<file path="config.mk">
export PLATFORM = sky130hd
export DESIGN_NAME = ttt_turn_controller
export DESIGN_NICKNAME = d
export VERILOG_FILES = /design/src/rtl/ttt_pkg.sv /design/src/rtl/ttt_player_tff.sv /design/src/rtl/ttt_turn_controller.sv
export SDC_FILE = /design/constraint.sdc
export NUM_CORES = 1
export LEC_CHECK = 0
export ABC_CLOCK_PERIOD_IN_PS = 2140
export BUFFER_PORTS_ARGS = -buffer_cell sky130_fd_sc_hd__buf_2
export CAP_MARGIN = 20
export CORE_AREA = 2 2 39 41
export DETAILED_ROUTE_END_ITERATION = 6
export DIE_AREA = 0 0 41 43
export PLACE_DENSITY_LB_ADDON = 0.08
export SYNTH_ARGS = -nofsm -noshare
export SYNTH_HDL_FRONTEND = slang
export SYNTH_SLANG_ARGS = --single-unit
</file>
<file path="constraint.sdc">
create_clock -name clk -period 2.14 [get_ports clk]
set_input_delay 0.428 -clock clk [delete_from_list [all_inputs] [get_ports clk]]
set_output_delay 0.428 -clock clk [all_outputs]
set_load 0.05 [all_outputs]
</file>
<file path="src/rtl/ttt_pkg.sv">
// Shared types for the tic-tac-toe turn controller: FSM state codes and cell codes.
package ttt_pkg;

   localparam int          CELL_W     = 2;
   localparam logic [1:0]  CELL_EMPTY = 2'b00;
   localparam logic [1:0]  CELL_P1    = 2'b01;
   localparam logic [1:0]  CELL_P2    = 2'b10;

   // OVER sits outside the 3-bit range so every state keeps a unique debug code
   typedef enum logic [3:0] {
      S_IDLE  = 4'd0,
      S_PLAY  = 4'd1,
      S_CHECK = 4'd2,
      S_RAND  = 4'd3,
      S_RCHK  = 4'd4,
      S_WRITE = 4'd5,
      S_EVAL  = 4'd6,
      S_NEXT  = 4'd7,
      S_OVER  = 4'd8
   } state_t;

endpackage

</file>
<file path="src/rtl/ttt_player_tff.sv">
// Current-player toggle flop: synchronous clear dominates the toggle request.
module ttt_player_tff (
   input  logic clk,
   input  logic clr,
   input  logic tgl,
   output logic q
);

   always_ff @(posedge clk) begin
      if (clr)
         q <= 1'b0;
      else if (tgl)
         q <= ~q;
   end

endmodule

</file>
<file path="src/rtl/ttt_turn_controller.sv">
// Turn sequencing for the tic-tac-toe game: Moore FSM, player flop and busy-cell decode.
module ttt_turn_controller
   import ttt_pkg::*;
#(
   parameter int CELL_W = 2
) (
   input  logic              clk,
   input  logic              hrd_rst,
   input  logic              start,
   input  logic              select,
   input  logic              timeout,
   input  logic [CELL_W-1:0] cell_state,
   input  logic              win,
   input  logic              full,
   output logic              gen_rand,
   output logic              toggle_player,
   output logic              w_e,
   output logic              rst_timer,
   output logic              rst,
   output logic              is_busy,
   output logic              cur_player,
   output logic [1:0]        player,
   output logic              game_over,
   output logic [3:0]        fsm_state
);

   state_t state, state_nxt;

   assign is_busy   = |cell_state;
   assign player    = {1'b0, cur_player} + 2'd1;
   assign fsm_state = state;

   always_ff @(posedge clk) begin
      if (hrd_rst)
         state <= S_IDLE;
      else
         state <= state_nxt;
   end

   always_comb begin
      state_nxt     = state;
      gen_rand      = 1'b0;
      toggle_player = 1'b0;
      w_e           = 1'b0;
      rst_timer     = 1'b0;
      rst           = 1'b0;
      game_over     = 1'b0;
      unique case (state)
         S_IDLE: begin
            rst       = 1'b1;
            rst_timer = 1'b1;
            if (start) state_nxt = S_PLAY;
         end
         // select wins over a timeout arriving in the same cycle
         S_PLAY: begin
            if (select)       state_nxt = S_CHECK;
            else if (timeout) state_nxt = S_RAND;
         end
         S_CHECK: state_nxt = is_busy ? S_PLAY : S_WRITE;
         S_RAND: begin
            gen_rand  = 1'b1;
            state_nxt = S_RCHK;
         end
         S_RCHK:  state_nxt = is_busy ? S_RAND : S_WRITE;
         S_WRITE: begin
            w_e       = 1'b1;
            state_nxt = S_EVAL;
         end
         // board flags reflect the write one cycle later, so they are sampled here
         S_EVAL:  state_nxt = (win | full) ? S_OVER : S_NEXT;
         S_NEXT: begin
            toggle_player = 1'b1;
            rst_timer     = 1'b1;
            state_nxt     = S_PLAY;
         end
         S_OVER: begin
            game_over = 1'b1;
            rst_timer = 1'b1;
            if (start) state_nxt = S_IDLE;
         end
         default: state_nxt = S_IDLE;
      endcase
   end

   ttt_player_tff u_player (
      .clk (clk),
      .clr (rst | hrd_rst),
      .tgl (toggle_player),
      .q   (cur_player)
   );

endmodule

</file>
==> run_results.csv, run 1 <==
group,metric,value,unit
status,status,"finished, final reports clean",
clock_tree,clkSlewWorstSetupHoldPaths,0.05,ns
timing,whs,0.388,ns
pwr,power,0.000358,W
critical_path,rr_worst_depth,4,
global_route,grt-ovfl-total,0,
global_route,grt_max_degree,17,
yosys,yosysTopAreaCellShare,26.5,%
critical_path,crit_fanout,16,
clock_tree,worstSkewPairLatency,0.24,ns
clock_tree,cts-root-buf,"clkbuf_4",
floorplanning,die_h,43,um
critical_path,rrSetupSlack,0.82,ns
drt,dr.pass1.iters,4,
floorplanning,initial_utilization,27.3,%
timing,rsz0062_at_grt,"no",
drt,vias,430,
critical_path,path_class,"reg -> out",
min_path,hold_end,"u_player.q",
place,gp_congestion,0.748,
timing,worstMarginPinSlew,0.584,ns
critical_path,max_stage_delay,0.68,ns
clock_tree,cts_buffers,3,
clock_tree,clock_path_buffers,2,
layout,post-route-util,37.8,%
yosys,yosysWarningCount,0,
yosys,ys_types,28,
clock_tree,htreeDepth,1,
clock_tree,cts_hold_buffers,0,
yosys,syn-num-nets,58,
yosys,synth-edff-count,0,
critical_path,rr_startpoint,"fsm_state[2]",
drt,wire_per_inst,11.4,um
yosys,synth.largest_area_cell,"dfxtp_1",
clock_tree,cts_num_sinks,5,
place,hpwlAfterDp,768,um
layout,diodes,0,
timing,max_freq,0.515,GHz
layout,layout_commonest_cell,"buf_2",
yosys,synth_area_leaders,"dfxtp_1 26%, nor3_1 6.6%, nor4_2 6.6%, buf_6 6.0%, inv_1 5.0%",
flow_run,cap_viol_max_count,0,
timing,finalHoldViolCount,0,
layout,area_growth,38.4,%
timing,setup_violations,0,
yosys,syn-cell-area,378,um2
drt,drtIter0Drc,8,
drt,post_drt_via_cell_ratio,4.89,
drt,remaining_drc_errors,0,
critical_path,cp_cell_sequence,"nand3_2, o31ai_2, buf_2",
critical_path,path_delay_family,"flip-flops",
floorplanning,rows,14,
global_route,grt_antenna_before_repair,0,
pwr,max-vdd-ir-drop,222,uV
layout,final_cells,88,
drt,postRouteAntennaNets,0,
timing,min_period,1.94,ns
min_path,holdCritPathClass,"in -> reg",
floorplanning,die_area,1760,um2
yosys,synth-seq-cells,5,
critical_path,r2r-end,"fsm_state[0]",
yosys,avgSynthCellArea,7.71,um2
layout,drive_gt1_share,48.6,%
drt,routed_wl,1.00,mm
layout,mostFrequentLayoutCells,"22 x buf_2, 5 x inv_1, 5 x dfxtp_1, 4 x nor2_1, 4 x nor3_1",
pwr,cellLeakagePower,0.247,nW
critical_path,worstPathArrival,1.51,ns
clock_tree,cts_tree,"done",
critical_path,cp_slowest_cell,"dfxtp_1",
yosys,synth_seq_area_share,26.5,%
layout,final_nets,82,
critical_path,startpoint_type,"flip-flop",
critical_path,cp-end-kind,"primary output",
timing,finalCritPeriodShare,90.7,%
yosys,synthArstFlopShare,0,%
pwr,power_density,685,nW/um2
floorplanning,core,1380,um2
place,portBuffers,22,
clock_tree,post_cts_buffers,0,
clock_tree,cts_resized,0,
timing,fin_tns_setup,0,ns
floorplanning,io_pins,23,
critical_path,critPathRequiredTime,1.71,ns
timing,relSlewSlack,61.0,%
critical_path,path_buf_inv,1,
yosys,synthCells,49,
floorplanning,die_w,41,um
yosys,synthFlopType,"dfxtp_1",
place,dp_cells,84,
timing,drv_slew,0,
min_path,hold_depth,2,
global_route,grt_pass1_vias,402,
timing,skew,0.00369,ns
global_route,grt_pass1_wl,1.65,mm
min_path,hp-start,"hrd_rst",
global_route,grt_usage,13.8,%
==> metal layers <==
layer  share of wire, %  up-vias  GRT usage, %  wire (um)
li1                   -      221             -          -
met1                 46      194          17.9        461
met2                 47       15          20.0        467
met3                7.2        0          1.57         72
met4                  0        0          10.0          0
met5                  0        -             0          0
==> flip-flops by register name (all words and copies together) (netlist names) <==
signal / count
fsm_state: 4
u_player.q: 1
==> worst max-delay path by stage <==
stage               slack, ns         to  cells after the start    startpoint
CTS                      0.18  rst_timer                      3  fsm_state[0]
detailed placement       0.45  rst_timer                      3  fsm_state[0]
floorplan               -0.14  game_over                      2  fsm_state[3]
finish                   0.20  rst_timer                      3  fsm_state[0]
global route             0.08  rst_timer                      3  fsm_state[0]
global placement         0.46  rst_timer                      3  fsm_state[0]
==> cell families after synthesis <==
family / after synthesis / share of synthesized area [%]
AOI/OAI and AO/OA: 11 / 18.5
buffers and inverters: 9 / 14.2
xor gates and xnor gates: 1 / 2.32
DFF: 5 / 26.5
and+or+nand+nor: 23 / 38.4
==> power by group <==
part	internal (W)	switching, W
clock	0.0000706	0.0000394
sequential	0.0000990	0.0000173
combinational	0.0000416	0.0000904
total	0.000211	0.000147
==> stage by stage <==
| stage | setup WS, ns | cell area [um2] |
|---|---|---|
| detailed placement | 0.446 | 497 |
| floorplan | -0.144 | 394 |
| finish | 0.200 | 523 |
| CTS | 0.180 | 523 |
| global placement | 0.463 | 497 |
| global route | 0.0801 | 523 |
==> worst reg2reg max path, delay by kind of cell, from the launching register on <==
family	cells	cell delay, ns
flip-flops	1	0.65
AO/OA/AOI/OAI	2	0.22
AND/OR/NAND/NOR	1	0.18
buffers and inverters	1	0.15
==> area by class of cell <==
cell class / count / area (um2)
repair buffers: 23 / 118
clock buffers: 4 / 26.3
well taps: 16 / 20.0
inverters: 5 / 18.8
multi-input cells: 35 / 240
fillers: 167 / 861
flip-flops and latches: 5 / 100
==> cells in the mapped netlist, types with 2 or more instances <==
master,number
nand2_1,2
o21ai_1,2
nor4_2,2
nor2_1,4
nor3_1,5
buf_6,2
inv_1,5
dfxtp_1,5
a21oi_1,2
a31oi_1,2
Power figures use the tool's default switching activity.
==> run 2, diff against run 1 <==
--- a/config.mk
+++ b/config.mk
@@ -12,6 +12,7 @@
 export DETAILED_ROUTE_END_ITERATION = 6
 export DIE_AREA = 0 0 41 43
 export PLACE_DENSITY_LB_ADDON = 0.08
+export REMOVE_ABC_BUFFERS = 1
 export SYNTH_ARGS = -nofsm -noshare
 export SYNTH_HDL_FRONTEND = slang
 export SYNTH_SLANG_ARGS = --single-unit
==> run 2 against run 1 <==
Effect of this change: wire length grew 4.2%; global-route usage shrank 0.61 points; count of clock-buffer cells in the layout is the same; worst hold slack lost 0.0018 ns; combinational power is essentially flat; non-clock buffer count is the same; register-to-register slack gained 0.03 ns; critical endpoint unchanged; largest cell class unchanged; largest power group unchanged.
==> run_results.csv, run 2 (same netlist as run 1, synthesis figures left out) <==
group,metric,value,unit
floorplanning,rows,14,
drt,postRouteAntennaNets,0,
clock_tree,post_cts_buffers,0,
pwr,power,0.000359,W
clock_tree,cts_num_sinks,5,
clock_tree,cts-root-buf,"clkbuf_4",
timing,skew,0.00179,ns
pwr,internal-power,0.000210,W
critical_path,crit_fanout,16,
place,gp_congestion,0.791,
layout,largest_reg_flops,4,
pwr,cellLeakagePower,0.239,nW
layout,fillerInstances,164,
timing,relSlewSlack,62.6,%
layout,area_growth,34.1,%
pwr,max-vdd-ir-drop,195,uV
timing,finalHoldViolCount,0,
layout,drive_gt1_share,44.4,%
layout,final_nets,82,
floorplanning,io_pins,23,
clock_tree,cts_hold_buffers,0,
pwr,p_comb_share,36.2,%
floorplanning,die_w,41,um
pwr,switching_share,41.7,%
drt,post_drt_via_cell_ratio,5.01,
global_route,grt_antenna_before_repair,0,
critical_path,worstPathArrival,1.49,ns
clock_tree,cts_buffers,3,
drt,dr.pass1.iters,4,
drt,routed_wl,1.04,mm
clock_tree,worstSkewPairLatency,0.24,ns
min_path,holdCritPathClass,"in -> reg",
layout,diodes,0,
place,hpwlAfterDp,782,um
timing,whs,0.386,ns
clock_tree,cts_tree,"done",
clock_tree,clkSlewWorstSetupHoldPaths,0.05,ns
drt,vias,441,
global_route,grt_pass1_wl,1.63,mm
drt,remaining_drc_errors,0,
pwr,power_density,709,nW/um2
timing,finalCritPeriodShare,89.7,%
clock_tree,cts_resized,0,
clock_tree,htreeDepth,1,
critical_path,startpoint_type,"flip-flop",
timing,max_freq,0.521,GHz
critical_path,cp-end-kind,"primary output",
layout,finalInstanceArea,507,um2
timing,drv_slew,0,
status,status,"finished, final reports clean",
global_route,grt_max_degree,17,
pwr,p_sw,0.000150,W
flow_run,cap_viol_max_count,0,
timing,worstMarginPinSlew,0.560,ns
layout,layout_commonest_cell,"buf_2",
global_route,grt-ovfl-total,0,
timing,rsz0062_at_grt,"no",
layout,mostFrequentLayoutCells,"22 x buf_2, 5 x inv_1, 5 x nor3_1, 5 x dfxtp_1, 4 x nor2_1",
place,place_area,480,um2
drt,drtIter0Drc,12,
floorplanning,initial_utilization,27.3,%
layout,post-route-util,36.6,%
global_route,grt_pass1_vias,381,
floorplanning,core,1380,um2
pwr,pwr-share-seq,32.1,%
place,portBuffers,22,
critical_path,path_class,"reg -> out",
clock_tree,clock_path_buffers,2,
timing,min_period,1.92,ns
timing,setup_violations,0,
critical_path,critPathRequiredTime,1.71,ns
floorplanning,die_h,43,um
floorplanning,die_area,1760,um2
pwr,power.clock.fraction,31.7,%
global_route,grt_usage,13.2,%
drt,wire_per_inst,11.9,um
==> run 2: worst max-delay path, cell delays in order, from the launching register on <==
cell	delay [ns]
dfxtp_1	0.67
nand3_2	0.18
o31ai_1	0.10
buf_2	0.29
==> run 2: routing by layer <==
metal / wire [um] / global-route usage [%] / vias to the layer above / share of wire (%)
met5: 0 / 0 / - / 0
met4: 0 / 6.00 / 0 / 0
met3: 99 / 1.57 / 0 / 9.5
met2: 438 / 18.4 / 22 / 42
met1: 505 / 19.4 / 198 / 48
li1: - / - / 221 / -
==> run 2: final timing paths <==
check	startpoint	endpoint	slack (ns)	cells after the start
setup / recovery	fsm_state[0]	rst_timer	0.22	3
hold / removal	hrd_rst	u_player.q	0.39	2
setup reg to reg	fsm_state[0]	fsm_state[1]	0.85	3
hold reg to reg	u_player.q	u_player.q	0.59	3
==> run 2: area by class of cell <==
cell class | instances | area (um2) | share of cell area (%)
Clock buffer | 4 | 26.3 | 5.19
Inverter | 5 | 18.8 | 3.70
Multi-Input combinational cell | 35 | 224 | 44.2
Sequential cell | 5 | 100 | 19.8
Tap cell | 16 | 20.0 | 3.95
Timing Repair Buffer | 23 | 118 | 23.2
==> run 2: per-stage QoR <==
| step | setup TNS, ns | cells | setup WS [ns] |
|---|---|---|---|
| 3_5_place_dp | 0 | 84 | 0.471 |
| 5_1_grt | 0 | 88 | 0.0765 |
| 3_3_place_gp | 0 | 84 | 0.499 |
| 4_1_cts | 0 | 88 | 0.211 |
| 2_1_floorplan | -1.23 | 45 | -0.686 |
| 6_report | 0 | 88 | 0.219 |
==> run 2: power by group through the flow <==
| stage | Sequential [W] | Clock [W] | Combinational, W |
|---|---|---|---|
| 3_3_place_gp | 0.000117 | 0 | 0.000131 |
| 5_1_grt | 0.000117 | 0.000129 | 0.000139 |
| 3_5_place_dp | 0.000117 | 0 | 0.000130 |
| 2_1_floorplan | 0.000136 | 0 | 0.0000752 |
| 6_report | 0.000116 | 0.000114 | 0.000130 |
| 4_1_cts | 0.000115 | 0.000120 | 0.000131 |
